==> src/rtl/mult_arb_pkg.sv <==
// Shared constants for the multiplier arbiter: FSM state encodings, counter width,
// and the reset value of the last-served pointer.
package mult_arb_pkg;

  localparam int CNT_W = 4;

  typedef logic [1:0] state_t;
  typedef logic [1:0] req_vec_t;

  localparam logic [1:0] ST_IDLE = 2'd0;
  localparam logic [1:0] ST_WAIT = 2'd1;
  localparam logic [1:0] ST_DONE = 2'd2;

  // "last served = 1" so requester 0 takes the first tie after reset
  localparam logic PTR_RST = 1'b1;

endpackage

==> src/rtl/mult_arb_pick.sv <==
// Combinational winner select for the multiplier arbiter, one-hot output.
// Build switch MULT_ARB_RR_EN: defined = round-robin on ties, undefined = requester 0 priority.
module mult_arb_pick
  import mult_arb_pkg::*;
(
  input  logic     req0_i,
  input  logic     req1_i,
`ifdef MULT_ARB_RR_EN
  input  logic     last_i,
`endif
  output req_vec_t win_o
);

  always_comb begin
    win_o = 2'b00;
    if (req0_i && req1_i) begin
`ifdef MULT_ARB_RR_EN
      win_o = last_i ? 2'b01 : 2'b10;
`else
      win_o = 2'b01;
`endif
    end else if (req0_i) begin
      win_o = 2'b01;
    end else if (req1_i) begin
      win_o = 2'b10;
    end
  end

endmodule

==> src/rtl/mult_arbiter.sv <==
// Two-port arbiter and sequencer for the shared combinational multiplier.
// Build switch MULT_ARB_RR_EN selects round-robin tie breaking (see mult_arb_pick).
module mult_arbiter
  import mult_arb_pkg::*;
#(
  parameter int WIDTH         = 8,
  parameter int SETTLE_CYCLES = 1
) (
  input  logic             CLK,
  input  logic             RESET,
  input  logic             REQ0,
  input  logic             REQ1,
  input  logic [WIDTH-1:0] A0,
  input  logic [WIDTH-1:0] B0,
  input  logic [WIDTH-1:0] A1,
  input  logic [WIDTH-1:0] B1,
  output logic             GNT0,
  output logic             GNT1,
  output logic             DONE0,
  output logic             DONE1,
  output logic [WIDTH-1:0] RESULT,
  output logic             BUSY,
  output logic [WIDTH-1:0] MULT_A,
  output logic [WIDTH-1:0] MULT_B,
  input  logic [WIDTH-1:0] MULT_OUT
);

  localparam logic [CNT_W-1:0] CNT_LOAD = CNT_W'(SETTLE_CYCLES - 1);

  state_t           state_q, state_d;
  logic [CNT_W-1:0] cnt_q, cnt_d;
  logic [WIDTH-1:0] mult_a_q, mult_a_d;
  logic [WIDTH-1:0] mult_b_q, mult_b_d;
  logic [WIDTH-1:0] result_q, result_d;
  req_vec_t         gnt_q, gnt_d;
  req_vec_t         done_q, done_d;
  logic             busy_q, busy_d;
  req_vec_t         win;
`ifdef MULT_ARB_RR_EN
  logic             ptr_q, ptr_d;
`endif

  mult_arb_pick u_pick (
    .req0_i (REQ0),
    .req1_i (REQ1),
`ifdef MULT_ARB_RR_EN
    .last_i (ptr_q),
`endif
    .win_o  (win)
  );

  always_comb begin
    state_d  = state_q;
    cnt_d    = cnt_q;
    mult_a_d = mult_a_q;
    mult_b_d = mult_b_q;
    result_d = result_q;
    gnt_d    = gnt_q;
    done_d   = done_q;
`ifdef MULT_ARB_RR_EN
    ptr_d    = ptr_q;
`endif
    case (state_q)
      ST_IDLE: begin
        if (win != 2'b00) begin
          mult_a_d = win[1] ? A1 : A0;
          mult_b_d = win[1] ? B1 : B0;
          gnt_d    = win;
          cnt_d    = CNT_LOAD;
          state_d  = ST_WAIT;
`ifdef MULT_ARB_RR_EN
          ptr_d    = win[1];
`endif
        end
      end
      ST_WAIT: begin
        // Capture only once the multiplier has had the full settle window
        if (cnt_q != '0) begin
          cnt_d = cnt_q - 1'b1;
        end else begin
          result_d = MULT_OUT;
          done_d   = gnt_q;
          state_d  = ST_DONE;
        end
      end
      ST_DONE: begin
        done_d  = 2'b00;
        gnt_d   = 2'b00;
        state_d = ST_IDLE;
      end
      default: state_d = ST_IDLE;
    endcase
    busy_d = (state_d != ST_IDLE);
  end

  always_ff @(posedge CLK) begin
    if (RESET) begin
      state_q  <= ST_IDLE;
      cnt_q    <= '0;
      mult_a_q <= '0;
      mult_b_q <= '0;
      result_q <= '0;
      gnt_q    <= 2'b00;
      done_q   <= 2'b00;
      busy_q   <= 1'b0;
`ifdef MULT_ARB_RR_EN
      ptr_q    <= PTR_RST;
`endif
    end else begin
      state_q  <= state_d;
      cnt_q    <= cnt_d;
      mult_a_q <= mult_a_d;
      mult_b_q <= mult_b_d;
      result_q <= result_d;
      gnt_q    <= gnt_d;
      done_q   <= done_d;
      busy_q   <= busy_d;
`ifdef MULT_ARB_RR_EN
      ptr_q    <= ptr_d;
`endif
    end
  end

  assign GNT0   = gnt_q[0];
  assign GNT1   = gnt_q[1];
  assign DONE0  = done_q[0];
  assign DONE1  = done_q[1];
  assign RESULT = result_q;
  assign BUSY   = busy_q;
  assign MULT_A = mult_a_q;
  assign MULT_B = mult_b_q;

endmodule
==> config.mk <==
export PLATFORM = sky130hd
export DESIGN_NAME = mult_arbiter
export DESIGN_NICKNAME = d
export VERILOG_FILES = /design/src/rtl/mult_arb_pkg.sv /design/src/rtl/mult_arb_pick.sv /design/src/rtl/mult_arbiter.sv
export SDC_FILE = /design/constraint.sdc
export NUM_CORES = 1
export LEC_CHECK = 0
export ABC_AREA = 1
export ABC_CLOCK_PERIOD_IN_PS = 2200
export BUFFER_PORTS_ARGS = -buffer_cell sky130_fd_sc_hd__buf_4
export CORE_MARGIN = 1.5
export CORE_UTILIZATION = 49
export CTS_CLUSTER_SIZE = 30
export DETAILED_ROUTE_END_ITERATION = 8
export GPL_TIMING_DRIVEN = 0
export PLACE_DENSITY = 0.83
export RECOVER_POWER = 25
export SYNTH_ARGS = -nofsm -noshare
export SYNTH_HDL_FRONTEND = slang
export SYNTH_SLANG_ARGS = --single-unit
==> constraint.sdc <==
create_clock -name CLK -period 2.2 [get_ports CLK]
set_clock_uncertainty 0.1 [all_clocks]
set_input_delay 0.44 -clock CLK [delete_from_list [all_inputs] [get_ports CLK]]
set_output_delay 0.44 -clock CLK [all_outputs]
set_load 0.02 [all_outputs]
[Word-level counts from Yosys, hierarchy flattened]
Index checks and enable logic that the tools add are counted.
Word-level totals
  register bits: 35
  output and inout bits: 29
  word-level logic and storage cells: 43
Cells by class
  add/subtract/negate cells: 1
  equal/unequal tests: 5
  multiplexer cells: 15
  bitwise logic cells: 1
  reduce and logical (&&, ||, !) cells: 13
Operator list (number)
  2-to-1 mux 8 bit: 2
  2-to-1 mux 2 bit: 7
  case mux 2 bit (2 select lines): 3
  nonzero test 2 bit: 5
  2-to-1 mux 4 bit: 2
  case mux 4 bit (2 select lines): 1
  AND reduction 2 bit: 4
  != test 2 bit (second input constant): 3
  nonzero test 4 bit: 1
  subtractor 4 x 1 -> 4 bit (second input constant): 1
  AND reduction 3 bit: 1
  == test 2 x 1 -> 1 bit (second input constant): 1
  == test 2 bit (second input constant): 1
  logical NOT 2 bit: 1
  logical AND 1 bit: 1
  NOT 1 bit: 1

[Longest topological paths before layout]
  word-level depth: 7
  mapped depth: 8

[Cells and area by module]
Synthesis repeated with hierarchy kept, for this count alone.
Unflattened totals
  cell total of the unflattened synthesis: 230
  area, all modules: 1617.8 um2
By module, submodules not included
  mult_arbiter: instances 1, cells an instance 227, area each 1606.5 um2, sequential area each 700.7 um2
  mult_arb_pick: instances 1, cells an instance 3, area each 11.3 um2, sequential area each 0.0 um2

[Worst setup path after synthesis]
No wires, ideal clock.
  kind: register to register
  start: reg cnt_q[0]
  end: reg busy_q (netlist: BUSY)
  arrival time: 1119 ps
  data required time: 1977 ps
  setup slack: 857 ps
  cell stages (with the launch flop): 8
  path buffers: 0
  period minus slack after synthesis: 1343 ps
  path through: dfxtp_1 -> inv_1 -> ha_1 -> nand2_1 -> nor2_2 -> nand2_1 -> inv_1 -> or2_2
On the way
  word-level cells in the longest chain between the ends: 4
Ends and longest elaborated chain
  start: declaration: RTL line mult_arbiter.sv:31  | logic [CNT_W-1:0] cnt_q, cnt_d;
  start signal: assignment: RTL line mult_arbiter.sv:111  | cnt_q <= cnt_d;
  nonzero test 4 bit: RTL line mult_arbiter.sv:78  | if (cnt_q != '0) begin
  2-to-1 mux 2 bit: RTL line mult_arbiter.sv:78
  case mux 2 bit (2 select lines): RTL line mult_arbiter.sv:63  | case (state_q)
  nonzero test 2 bit: RTL line mult_arbiter.sv:93  | busy_d = (state_d != ST_IDLE);
  end signal: assignment: RTL line mult_arbiter.sv:117  | busy_q <= busy_d;
  end: declaration: RTL line mult_arbiter.sv:37  | logic busy_q, busy_d;
Every way passes these cells.
A chain may end at the register's enable or synchronous reset.

[Worst setup path after layout]
  start: reg state_q[1]
  end: reg cnt_q[3]
On the way
  word-level cells in the longest chain between the ends: 3
  elaborated cells between the ends (all ways): 7
  those cells by class: eq/ne (3); mux (1); reduce/logical (3)
Ends and longest elaborated chain
  start: declaration: RTL line mult_arbiter.sv:30  | state_t state_q, state_d;
  start signal: assignment: RTL line mult_arbiter.sv:110  | state_q <= state_d;
  == test 2 x 1 -> 1 bit or logical NOT 2 bit (tied branches): RTL line mult_arbiter.sv:63
  != test 2 bit (no line) or nonzero test 2 bit (tied branches)
  AND reduction 3 bit (no line)
Parallel ways exist; a longest one is shown, timed or not.

==> run metrics <==
Register Area approximately 700 um^2; Hold Crit Class primary input to register; WP buf/inv 1; PwrDens slightly above 900 mW/mm^2; max_cap viols 0; Fin Setup TNS 0 ns; status finished, final reports clean; Die Ht between 50 and 60 um; Final period util 0.744; CTS tree yes; fraction of layout cells with a size suffix above 1 0.306; Total Routing Usage GR 0.223; CP delay by family, top buffers and inverters; routability cong. just under 0.8; die area between 0.003 and 0.004 mm^2; synthesized area per cell 7.10 um^2; syn nets between 200 and 300; most used cell, CP nor2_1; yosys warns 0; global-route wire length before repair 5.96 mm; Slew @ Worst Pin 0.496 ns; worst-path cell chain nor2_1 > o21ai_0 > clkbuf_1 > nand2_4 > a21oi_1 > nor2_1; gr ovfl total 0; vias post-DR 1636; post-CTS setup buffer count 0; Critical Path Start Type register; area delta synth->final 39.8%; P_leak 0.00113 uW; Synth Area in Compound Gates 0.117; Synth Area in Simple Gates 0.349; CP peak stage delay approximately 0.45 ns; starting DRC count in detailed routing 46; max_slew headroom 0.670; Adder-Cell Fraction of Synth Area 0.00794; NumNets Final 345; Yosys reg bits 35; commonest non-fill, non-tap cell in the layout nand2_1; distinct cell type count after synthesis 20; antenna violations before repair 0; I/O Pins 73; # diodes 0; Clock Tree Buf Depth 2; Final Util 0.722; worst vdd ir 0.000404 V; crit path kind register to register; Syn Inst Count between 200 and 250; vias per cell between 4 and 5; Critical Path End Type register; CTS Hold Bufs 0; drt first pass iters 4; Initial Util 0.516; core area 0.00305 mm^2; Fill cells 290; CTS Sinks 35; antenna-violating nets left 0; most frequent cells in the layout nand2_1 (76), buf_4 (71), dfxtp_1 (35); Final Critical Period around 1.6 ns; endpoints failing hold 0; mux share of post-synthesis cell area 0; Critical Path RT ~2.3 ns; # rows 20; port buffer count roughly 70; Worst EP arrival roughly 1.8 ns; hpwl dp about 2.8 mm; slowest stage cell, crit path clkbuf_1; vias in the first global route 1457; largest family of logic cells by synthesized area simple AND/OR/NAND/NOR gates; post_cts resized 0; setup violators final 0; Remaining DRCs 0; wire per inst between 10 and 15 um; DIE WIDTH roughly 60 um; xor/xnor cell area share of the yosys netlist 0; Final Slew Violations 0; Clk pin slew, worst setup/hold paths 0.10 ns; largest net degree at the start of global routing 11; Multi-input gate area approximately 730 um^2; Netlist Area Pre-Place roughly 0.0016 mm^2; H-tree depth 2; Seq/Total Area, Yosys 0.444; fmax 0.611 GHz; clk_lat worst skew between 0.3 and 0.4 ns; root buffer cell clkbuf_4; CTS buffer count 5; drt total wl around 3.7 mm; RSZ-0062 raised after global routing no; CP Max Fanout 10
-- through the flow --
| step | setup WS (ns) | power [uW] | hold slack (ns) | instance area (um^2) | instances |
|---|---|---|---|---|---|
| final | 0.564 | 2050 | 0.180 | 2200 | 345 |
| after global routing | 0.376 | 2210 | 0.178 | 2200 | 345 |
| after CTS | 0.726 | 2100 | 0.177 | 2230 | 345 |
| after detailed placement | 0.724 | 1710 | 0.356 | 2160 | 337 |
| after global placement | 0.737 | 1680 | 0.352 | 2160 | 337 |
| after floorplan | 0.857 | 1400 | 0.373 | 1580 | 222 |
-- sequential cells by signal (all words and copies together) (netlist names) --
register / flops
RESULT: 8
state_q: 2
cnt_q: 4
gnt_q: 2
MULT_B: 8
BUSY: 1
done_q: 2
MULT_A: 8
-- report_power, final --
group	internal, uW	switching, uW
clock	188	212
combinational	342	474
sequential	764	72.7
-- per-layer routing --
metal | global-route usage | share of wire | vias up
met2 | 0.379 | 0.48 | 59
met4 | 0.0762 | 0.014 | 0
met3 | 0.0974 | 0.089 | 7
li1 | - | - | 863
met5 | 0 | 0 | -
met1 | 0.248 | 0.42 | 707
-- path summary, 6_finish.rpt --
path	to	cells after the start	start	slack, ns
setup / recovery	cnt_q[3]	6	state_q[1]	0.56
setup reg to reg	cnt_q[3]	6	state_q[1]	0.56
hold / removal	state_q[0]	2	RESET	0.18
hold reg to reg	done_q[1]	2	gnt_q[1]	0.37
-- final cells by class --
class	count	area share
Multi-Input combinational cell	164	0.329
Inverter	12	0.0204
Sequential cell	35	0.318
Tap cell	44	0.0250
Clock buffer	8	0.0312
Timing Repair Buffer	71	0.242
Buffer	11	0.0346
-- cells in the mapped netlist --
library cell,instances,share of area
nand3_1,24,0.076
nor3_1,1,0.0032
inv_1,9,0.021
clkbuf_1,2,0.0048
or2_2,1,0.0040
buf_6,5,0.036
o21ai_1,1,0.0032
o21ai_4,1,0.010
nand2_1,76,0.18
ha_1,1,0.0079
inv_2,3,0.0071
a21oi_1,22,0.070
dfxtp_1,35,0.44
o21ai_0,9,0.029
nor2_1,22,0.052
nor2_2,1,0.0040
o21a_1,1,0.0048
nor2_4,2,0.014
nand2_4,2,0.014
buf_2,4,0.013
-- logic make-up after synthesis --
kind of cell | Yosys count
AND/OR/NAND/NOR | 129
AO/OA/AOI/OAI | 34
flip-flops | 35
buffers and inverters | 23
adder cells (fa/ha/maj) | 1
(Power assumes the default switching activity.)
